## src/rtl/kogge_stone_adder_32bit.sv

```systemverilog
`default_nettype none
// ============================================================================
// Module      : kogge_stone_adder_32bit
// Description : 32-bit Kogge-Stone parallel-prefix adder with carry-in/out,
//               combinational sum plus a one-cycle registered copy.
// Revision    : 1.0 - initial release
// ============================================================================
module kogge_stone_adder_32bit #(
    parameter int DATA_WIDTH = 32
) (
    input  logic                  clk,
    input  logic                  rst_n,
    input  logic [DATA_WIDTH-1:0] A,
    input  logic [DATA_WIDTH-1:0] B,
    input  logic                  CIN,
    output logic [DATA_WIDTH-1:0] Y,
    output logic                  COUT,
    output logic [DATA_WIDTH-1:0] Y_q,
    output logic                  COUT_q
);

    localparam int LEVELS = $clog2(DATA_WIDTH);

    // Group-propagate terms are only needed for node i >= span at each level,
    // so they are packed back to back: level k holds DATA_WIDTH - 2^k bits.
    function automatic int p_off(input int lvl);
        return DATA_WIDTH * lvl - ((1 << lvl) - 1);
    endfunction

    localparam int c_p_bits = p_off(LEVELS);

    logic [DATA_WIDTH-1:0]             w_g;
    logic [DATA_WIDTH-1:0]             w_p;
    logic [LEVELS:0][DATA_WIDTH-1:0]   w_gl;
    logic [c_p_bits-1:0]               w_pp;
    logic [DATA_WIDTH-1:0]             w_carry;
    logic [DATA_WIDTH-1:0]             r_y_q;
    logic                              r_cout_q;

    assign w_g = A & B;
    assign w_p = A ^ B;

    // Carry-in folded into bit 0 so every later node covering bit 0 is a carry.
    assign w_gl[0] = {w_g[DATA_WIDTH-1:1], w_g[0] | (w_p[0] & CIN)};
    assign w_pp[DATA_WIDTH-2:0] = w_p[DATA_WIDTH-1:1];

    genvar k, i;
    generate
        for (k = 0; k < LEVELS; k++) begin : g_level
            localparam int c_span = 1 << k;
            for (i = 0; i < DATA_WIDTH; i++) begin : g_bit
                if (i < c_span) begin : g_pass
                    assign w_gl[k+1][i] = w_gl[k][i];
                end else begin : g_cell
                    logic w_p_hi;
                    assign w_p_hi        = w_pp[p_off(k) + i - c_span];
                    assign w_gl[k+1][i]  = w_gl[k][i] | (w_p_hi & w_gl[k][i-c_span]);
                    // Lower node not yet reaching bit 0: black cell also merges P.
                    if ((i >= 2 * c_span) && (k < LEVELS - 1)) begin : g_black
                        assign w_pp[p_off(k+1) + i - 2*c_span] =
                            w_p_hi & w_pp[p_off(k) + i - 2*c_span];
                    end
                end
            end
        end
    endgenerate

    assign w_carry = {w_gl[LEVELS][DATA_WIDTH-2:0], CIN};
    assign Y       = w_p ^ w_carry;
    assign COUT    = w_gl[LEVELS][DATA_WIDTH-1];

    always_ff @(posedge clk) begin
        if (!rst_n) begin
            r_y_q    <= '0;
            r_cout_q <= 1'b0;
        end else begin
            r_y_q    <= Y;
            r_cout_q <= COUT;
        end
    end

    assign Y_q    = r_y_q;
    assign COUT_q = r_cout_q;

endmodule
`default_nettype wire

```

## config.mk

```make
export PLATFORM = sky130hd
export DESIGN_NAME = kogge_stone_adder_32bit
export DESIGN_NICKNAME = d
export VERILOG_FILES = /design/src/rtl/kogge_stone_adder_32bit.sv
export SDC_FILE = /design/constraint.sdc
export NUM_CORES = 1
export LEC_CHECK = 0
export ABC_AREA = 1
export CORE_AREA = 2 2 95 97
export CTS_BUF_LIST = sky130_fd_sc_hd__clkbuf_2
export DETAILED_ROUTE_END_ITERATION = 16
export DIE_AREA = 0 0 97 99
export GPL_TIMING_DRIVEN = 0
export PLACE_DENSITY_LB_ADDON = 0.2
export SETUP_SLACK_MARGIN = 0.15
export SLEW_MARGIN = 20
export SYNTH_ARGS = -nofsm -noshare
export SYNTH_HDL_FRONTEND = slang
export SYNTH_SLANG_ARGS = --single-unit
```

## constraint.sdc

```tcl
create_clock -name clk -period 4 [get_ports clk]
set_input_delay 1.2 -clock clk [delete_from_list [all_inputs] [get_ports clk]]
set_output_delay 1.2 -clock clk [all_outputs]
set_load 0.01 [all_outputs]
```

### Word level (Yosys, flattened, before mapping)

Cells that the tools add are included.

* flip-flop bits (word level): 33
* bits of input ports: 67
* output and inout port bits: 66

* bitwise gates (word level): 361

Operators by type and width (number)
* $and 1x1->1: 228
* $or 1x1->1: 130
* $xor 32x32->32: 2
* $and 32x32->32: 1

### Longest topological paths before layout

Gate-level depths: netlist (run 1).

* word-level depth: 13
* depth in mapped cells: 13
* gate-level depth less buffers: 13

### Least setup slack after synthesis (run 1)

No wires, ideal clock.

* path type: input -> output
* from: in A[0]
* to: out Y[28]
* arrival: 2830 ps
* required time: 2800 ps
* setup slack: -30 ps
* stages: 13
* buffers on the path: 0
* cells stage by stage: fa_1 > fa_1 > nand2_2 > inv_2 > nand2_1 > nand2_2 > nand3_1 > nand3_1 > nand2_1 > nand2_1 > nand2_1 > nand2_1 > inv_1

* cells in the longest elaborated chain, start to end: 12

RTL lines
* start, declared: RTL line 13 `input logic [DATA_WIDTH-1:0] A,`
* $xor 32x32->32: RTL line 41 `assign w_p = A ^ B;`
* $and 1x1->1: RTL line 44 `assign w_gl[0] = {w_g[DATA_WIDTH-1:1], w_g[0] | (w_p[0] & CIN)};`
* $or 1x1->1 *: RTL line 44
* $and 1x1->1 *: RTL line 57 `assign w_gl[k+1][i] = w_gl[k][i] | (w_p_hi & w_gl[k][i-c_span]);`
* $or 1x1->1 *: RTL line 57
* $and 1x1->1 *: RTL line 57
* $or 1x1->1 *: RTL line 57
* $and 1x1->1 *: RTL line 57
* $or 1x1->1 *: RTL line 57
* $and 1x1->1 *: RTL line 57
* $or 1x1->1 *: RTL line 57
* $xor 32x32->32 *: RTL line 69 `assign Y = w_p ^ w_carry;`
* end, declared: RTL line 16 `output logic [DATA_WIDTH-1:0] Y,`

Every way passes the cells marked *; elsewhere a longest branch is shown, timed or not.

### Final worst setup path (run 1)

* from: in A[0]
* to: out Y[24]

Same word-level chain as after synthesis.

==> results of run 1 <==
stage by stage:
stage          std cells  setup WS, ns  power (mW)  utilization (%)  cell area, um2
6_report             929        -0.235        1.73             75.6            6470
5_1_grt              929        -0.304        1.81             75.6            6470
4_1_cts              911        -0.176        1.55             70.9            6060
3_5_place_dp         850         -1.02        1.17             57.3            4900
3_3_place_gp         850         -1.01        1.16             57.3            4900
2_1_floorplan        610         0.128       0.797                -            3440
metal layers:
layer / up-vias / part of all wire (%) / GRT usage [%]
li1: 2213 / - / -
met1: 2104 / 41 / 29.7
met2: 270 / 48 / 42.9
met3: 50 / 7.6 / 2.84
met4: 0 / 3.4 / 8.99
met5: - / 0 / 0
sequential cells by signal (all words and copies together), names as in the netlist:
signal,count
COUT_q,1
Y_q,32
path summary, 6_finish.rpt:
check	from	endpoint	slack (ns)	cells after the start
hold / removal	A[0]	Y_q[0]	1.21	4
setup / recovery	A[0]	Y[24]	-0.23	15
layout make-up:
| cell class | instances | area share [%] |
|---|---|---|
| buffer | 2 | 0.116 |
| clock buffer | 6 | 0.464 |
| multi-input combinational | 430 | 52.3 |
| inverter | 145 | 8.49 |
| tap | 108 | 2.09 |
| sequential | 33 | 10.2 |
| timing repair buffer | 203 | 26.2 |
| clock inverter | 2 | 0.155 |
kinds of logic after synthesis:
family | after synthesis | share of synthesized area, %
AND/OR/NAND/NOR | 359 | 43.9
XOR/XNOR | 14 | 4.25
buffers and inverters | 147 | 16.2
AO/OA/AOI/OAI | 24 | 3.74
flip-flops | 33 | 19.4
adder cells (fa/ha/maj) | 33 | 12.5
where the power goes:
group	switching, mW	internal [mW]
registers	0.0126	0.372
clock network	0.128	0.0440
logic	0.601	0.573
total	0.742	0.989
placed cells by master, fill, tap and decap left out, types with 3 or more instances in the layout:
cell and count:
nand2_1 156, inv_1 126, nand2_2 68, buf_4 49, nor2_1 45, dlygate4sd2_1 37, clkdlybuf4s50_1 37, buf_6 35
dfxtp_1 33, ha_4 30, clkbuf_2 29, nand2_4 27, buf_2 20, inv_2 16, a21oi_2 12, nor2_2 11
nand3b_1 9, nand3_4 8, nor2_4 8, a21oi_1 7, nand3_1 6, and2_1 6, xnor2_2 5, xor2_4 4
xnor2_4 4, nor3_1 3
repair_timing:
item,in CTS,in global routing
gates cloned,0,0
pin swaps,88,63
buffers inserted,53,18
setup endpoints to repair,33,32
gates resized for setup,387,136
endpoints found under the hold margin,0,0
==> reports/qor.csv, run 1 <==
metric,value,unit
row_count,34,
io-pin-count,133,
grt_setup_unrepaired,true,
synth_edf_count,0,
synth_cell_types,27,
tns,-2.21,ns
crit_fanout,3,
max-vdd-ir-drop,0.122,mV
power.density,268,nW/um2
finalHoldViolations,0,
grt_pass1_wl,19100,um
clock.fmax,0.236,GHz
htree_num_levels,2,
gp_congestion,0.881,
fp.coreArea,8550,um2
vias,4637,
layout-drive-gt1-share,41.8,%
drt_pass1_iterations,8,
seq_area,661,um2
die_w,97,um
worstPathArrival,3.03,ns
initial_core_util,39.9,%
grt-ovfl-total,0,
finalSetupViolCount,21,
hold_class,input port to flip-flop,
startpoint_type,input port,
path_class,input port to output pin,
slew_headroom,57.6,%
end_kind,output pin,
fin_nets,920,
syn_area,3410,um2
syn-num-nets,710,
clock-sinks,33,
yosysWarnings,0,
antenna_found_initial,0,
syn2layout_area_growth,89.5,%
fp.dieH,99,um
hold_buffers,0,
fin_ws,-0.235,ns
finalCritPeriodShare,106,%
synth_top_cells_by_area,"nand2_1 26%, dfxtp_1 19%, inv_1 16%",
first_iter_violations,417,
synth_seq_area_share,19.4,%
grt_max_degree,11,
cp_num_buf_inv,4,
drt-total-wl,13900,um
status,finished with violations,
syn_inst,610,
cap_violations,0,
synth_ff_type,dfxtp_1,
hpwl,8640,um
failed_checks,negative setup slack,
post-route-min-period,4.23,ns
yosysMostFrequentCell,nand2_1,
drc,0,
syn_avg_cell_area,5.59,um2
whs,1.21,ns
cp.required,2.80,ns
cts_root_buf,clkbuf_2,
cts.clk_slew.worst_paths,0.17,ns
slowest_delay,0.39,ns
num-fill-cells,599,
netlist_top_cells_count,"238 x nand2_1, 141 x inv_1, 62 x nor2_1",
wl_per_cell,15.0,um
drv_slew,0,
detail-route-antenna-nets,0,
max_slew.worst_pin.slew,0.637,ns
port_buffers,132,
slowest_stage,fa_2,
dieArea,9600,um2
antennaDiodeCount,0,
clk_path_buf_depth,2,
synth_largest_area_cell,nand2_1,
leakage,3.46,nW
cts_buffers,5,
async_flop_share,0,%
grtUsageTotal,24.0,%
crit_top_cell,nand2_2,
ys_ff_latch,33,
multi_input_area,3380,um2
cts_tree,yes,
grt_pass1_vias,4181,
vias_per_cell,4.99,
synth_top_area_share,26.2,%
path_cells,"buf_6, fa_2, fa_2, nand2_2, inv_2, nand2_2, nand2_4, nand2_4, nand2_8, nand3_2, nand3_2, nand2_1, nand2_2, inv_2, buf_6",
cp_top_family,adder cells,
No activity file was read; power rests on OpenSTA's default activity.
==> inputs of run 2 (changes only) <==
GPL_TIMING_DRIVEN = not set   (was 0)
==> reports/qor.csv, run 2 (synthesized netlist as in run 1, its figures left out) <==
metric,value,unit,change
status,finished with violations,,
failed_checks,negative setup slack,,
leakage,3.54,nW,+2.2%
cts_root_buf,clkbuf_2,,
die_w,97,um,unchanged
slowest_delay,0.40,ns,about the same
final_cell_mix,"169 x nand2_1, 128 x inv_1, 75 x buf_4, 57 x nand2_2, 44 x nor2_1",,
cts.clk_slew.worst_paths,0.18,ns,about the same
cts_buffers,5,,unchanged
fp.coreArea,8550,um2,unchanged
hold_class,input port to flip-flop,,
grtUsageTotal,27.0,%,+2.9 points
slew_headroom,45.6,%,-12 points
path_class,input port to output pin,,
tns,-3.21,ns,-1.00 ns
io-pin-count,133,,unchanged
cp_top_family,adder cells,,
startpoint_type,input port,,
crit_top_cell,nand2_1,,
num-fill-cells,591,,-1.3%
fin_nets,936,,+1.7%
grt_pass1_wl,21400,um,+12%
layout-drive-gt1-share,39.2,%,-2.6 points
fp.dieH,99,um,unchanged
largest_reg_flops,32,,unchanged
fin_ws,-0.220,ns,+0.0148 ns
min_from,A[0],,
vias_per_cell,4.91,,-1.7%
wl_per_cell,15.0,um,-0.22%
vias,4636,,-0.022%
cp-startpoint,A[0],,
post-route-min-period,4.22,ns,-0.0148 ns
crit_fanout,3,,unchanged
port_buffers,132,,unchanged
grt_setup_unrepaired,true,,
end_kind,output pin,,
detail-route-antenna-nets,0,,unchanged
row_count,34,,unchanged
antenna_found_initial,0,,unchanged
clock.fmax,0.237,GHz,+0.35%
htree_num_levels,2,,unchanged
finalHoldViolations,0,,unchanged
max-vdd-ir-drop,0.164,mV,+35%
antennaDiodeCount,0,,unchanged
grt_max_degree,27,,+16
hpwl,9230,um,+6.8%
grt-ovfl-total,0,,unchanged
grt_pass1_vias,4548,,+8.8%
worstPathArrival,3.02,ns,about the same
cap_violations,0,,unchanged
power.density,273,nW/um2,+1.9%
slowest_stage,fa_2,,
clk_path_buf_depth,2,,unchanged
finalSetupViolCount,28,,+33%
first_iter_violations,370,,-11%
initial_core_util,39.9,%,unchanged
pre_cts_slack,-0.974,ns,+0.0417 ns
drc,0,,unchanged
path_cells,"buf_6, fa_2, fa_2, buf_4, nand2_2, nand3_4, nand2_4, nand2_4, nand2_2, nand2_1, nand2_1, nand2_1, inv_1, buf_2",,
syn2layout_area_growth,94.1,%,
gp_congestion,0.911,,+3.4%
layout.cells.most_common,nand2_1,,
cp_num_buf_inv,4,,unchanged
clock-sinks,33,,unchanged
drt_pass1_iterations,5,,-3
cts_tree,yes,,
max_slew.worst_pin.slew,0.811,ns,+0.174 ns
finalCritPeriodShare,105,%,-0.37 points
dieArea,9600,um2,unchanged
hold_buffers,0,,unchanged
drt-total-wl,14100,um,+1.5%
cp.required,2.80,ns,about the same
drv_slew,0,,unchanged
-- run 2: cell types whose count changed in the layout (fill, tap and decap cells not counted), moves of 4 or more --
cell / change
buf_4: +26
clkbuf_2: -23
clkdlybuf4s15_1: +23
nand2_1: +13
nand2_2: -11
dlygate4sd2_1: -7
buf_6: -6
clkdlybuf4s50_1: +4
nand3_2: +4
nand3_4: -4
-- run 2: routing by layer --
metal / vias to the layer above / GRT usage [%] / share of wire [%]
li1: 2238 / - / -
met1: 2093 / 33.6 / 42
met2: 241 / 47.2 / 46
met3: 64 / 2.27 / 7.0
met4: 0 / 12.9 / 4.7
met5: - / 0 / 0
-- run 2: what timing repair did --
item                       4_1_cts  5_1_grt
pin swaps                      105       18
buffers inserted                30        6
hold endpoints to repair         0        0
setup endpoints to repair       33       32
resized for setup              425       34
-- run 2: where the power goes --
part	switching, mW	internal, mW
sequential	0.0105	0.372
clock	0.139	0.107
combinational	0.589	0.590
-- run 2: worst paths after layout --
check	to	slack, ns	cells past startpoint
worst min-delay path	Y_q[0]	1.18	4
worst max-delay path	Y[18]	-0.22	14
-- run 2: cell type report --
cell class / count / area [um2] / area share, %
clock inverters: 2 / 33.8 / 0.510
clock buffers: 6 / 30.0 / 0.454
repair buffers: 221 / 1950 / 29.4
flip-flops and latches: 33 / 661 / 9.98
well taps: 108 / 135 / 2.04
inverters: 145 / 544 / 8.22
multi-input cells: 430 / 3270 / 49.4
-- run 2: per-stage QoR --
| stage | instance area [um2] | utilization, % | cells | total power [mW] | hold WS, ns |
|---|---|---|---|---|---|
| after floorplan | 3440 | - | 610 | 0.797 | 1.29 |
| after global placement | 5290 | 61.8 | 901 | 1.24 | 1.90 |
| after detailed placement | 5290 | 61.8 | 901 | 1.26 | 1.91 |
| after CTS | 6420 | 75.1 | 939 | 1.70 | 1.19 |
| after global routing | 6620 | 77.4 | 945 | 1.90 | 1.18 |
| final | 6620 | 77.4 | 945 | 1.81 | 1.18 |
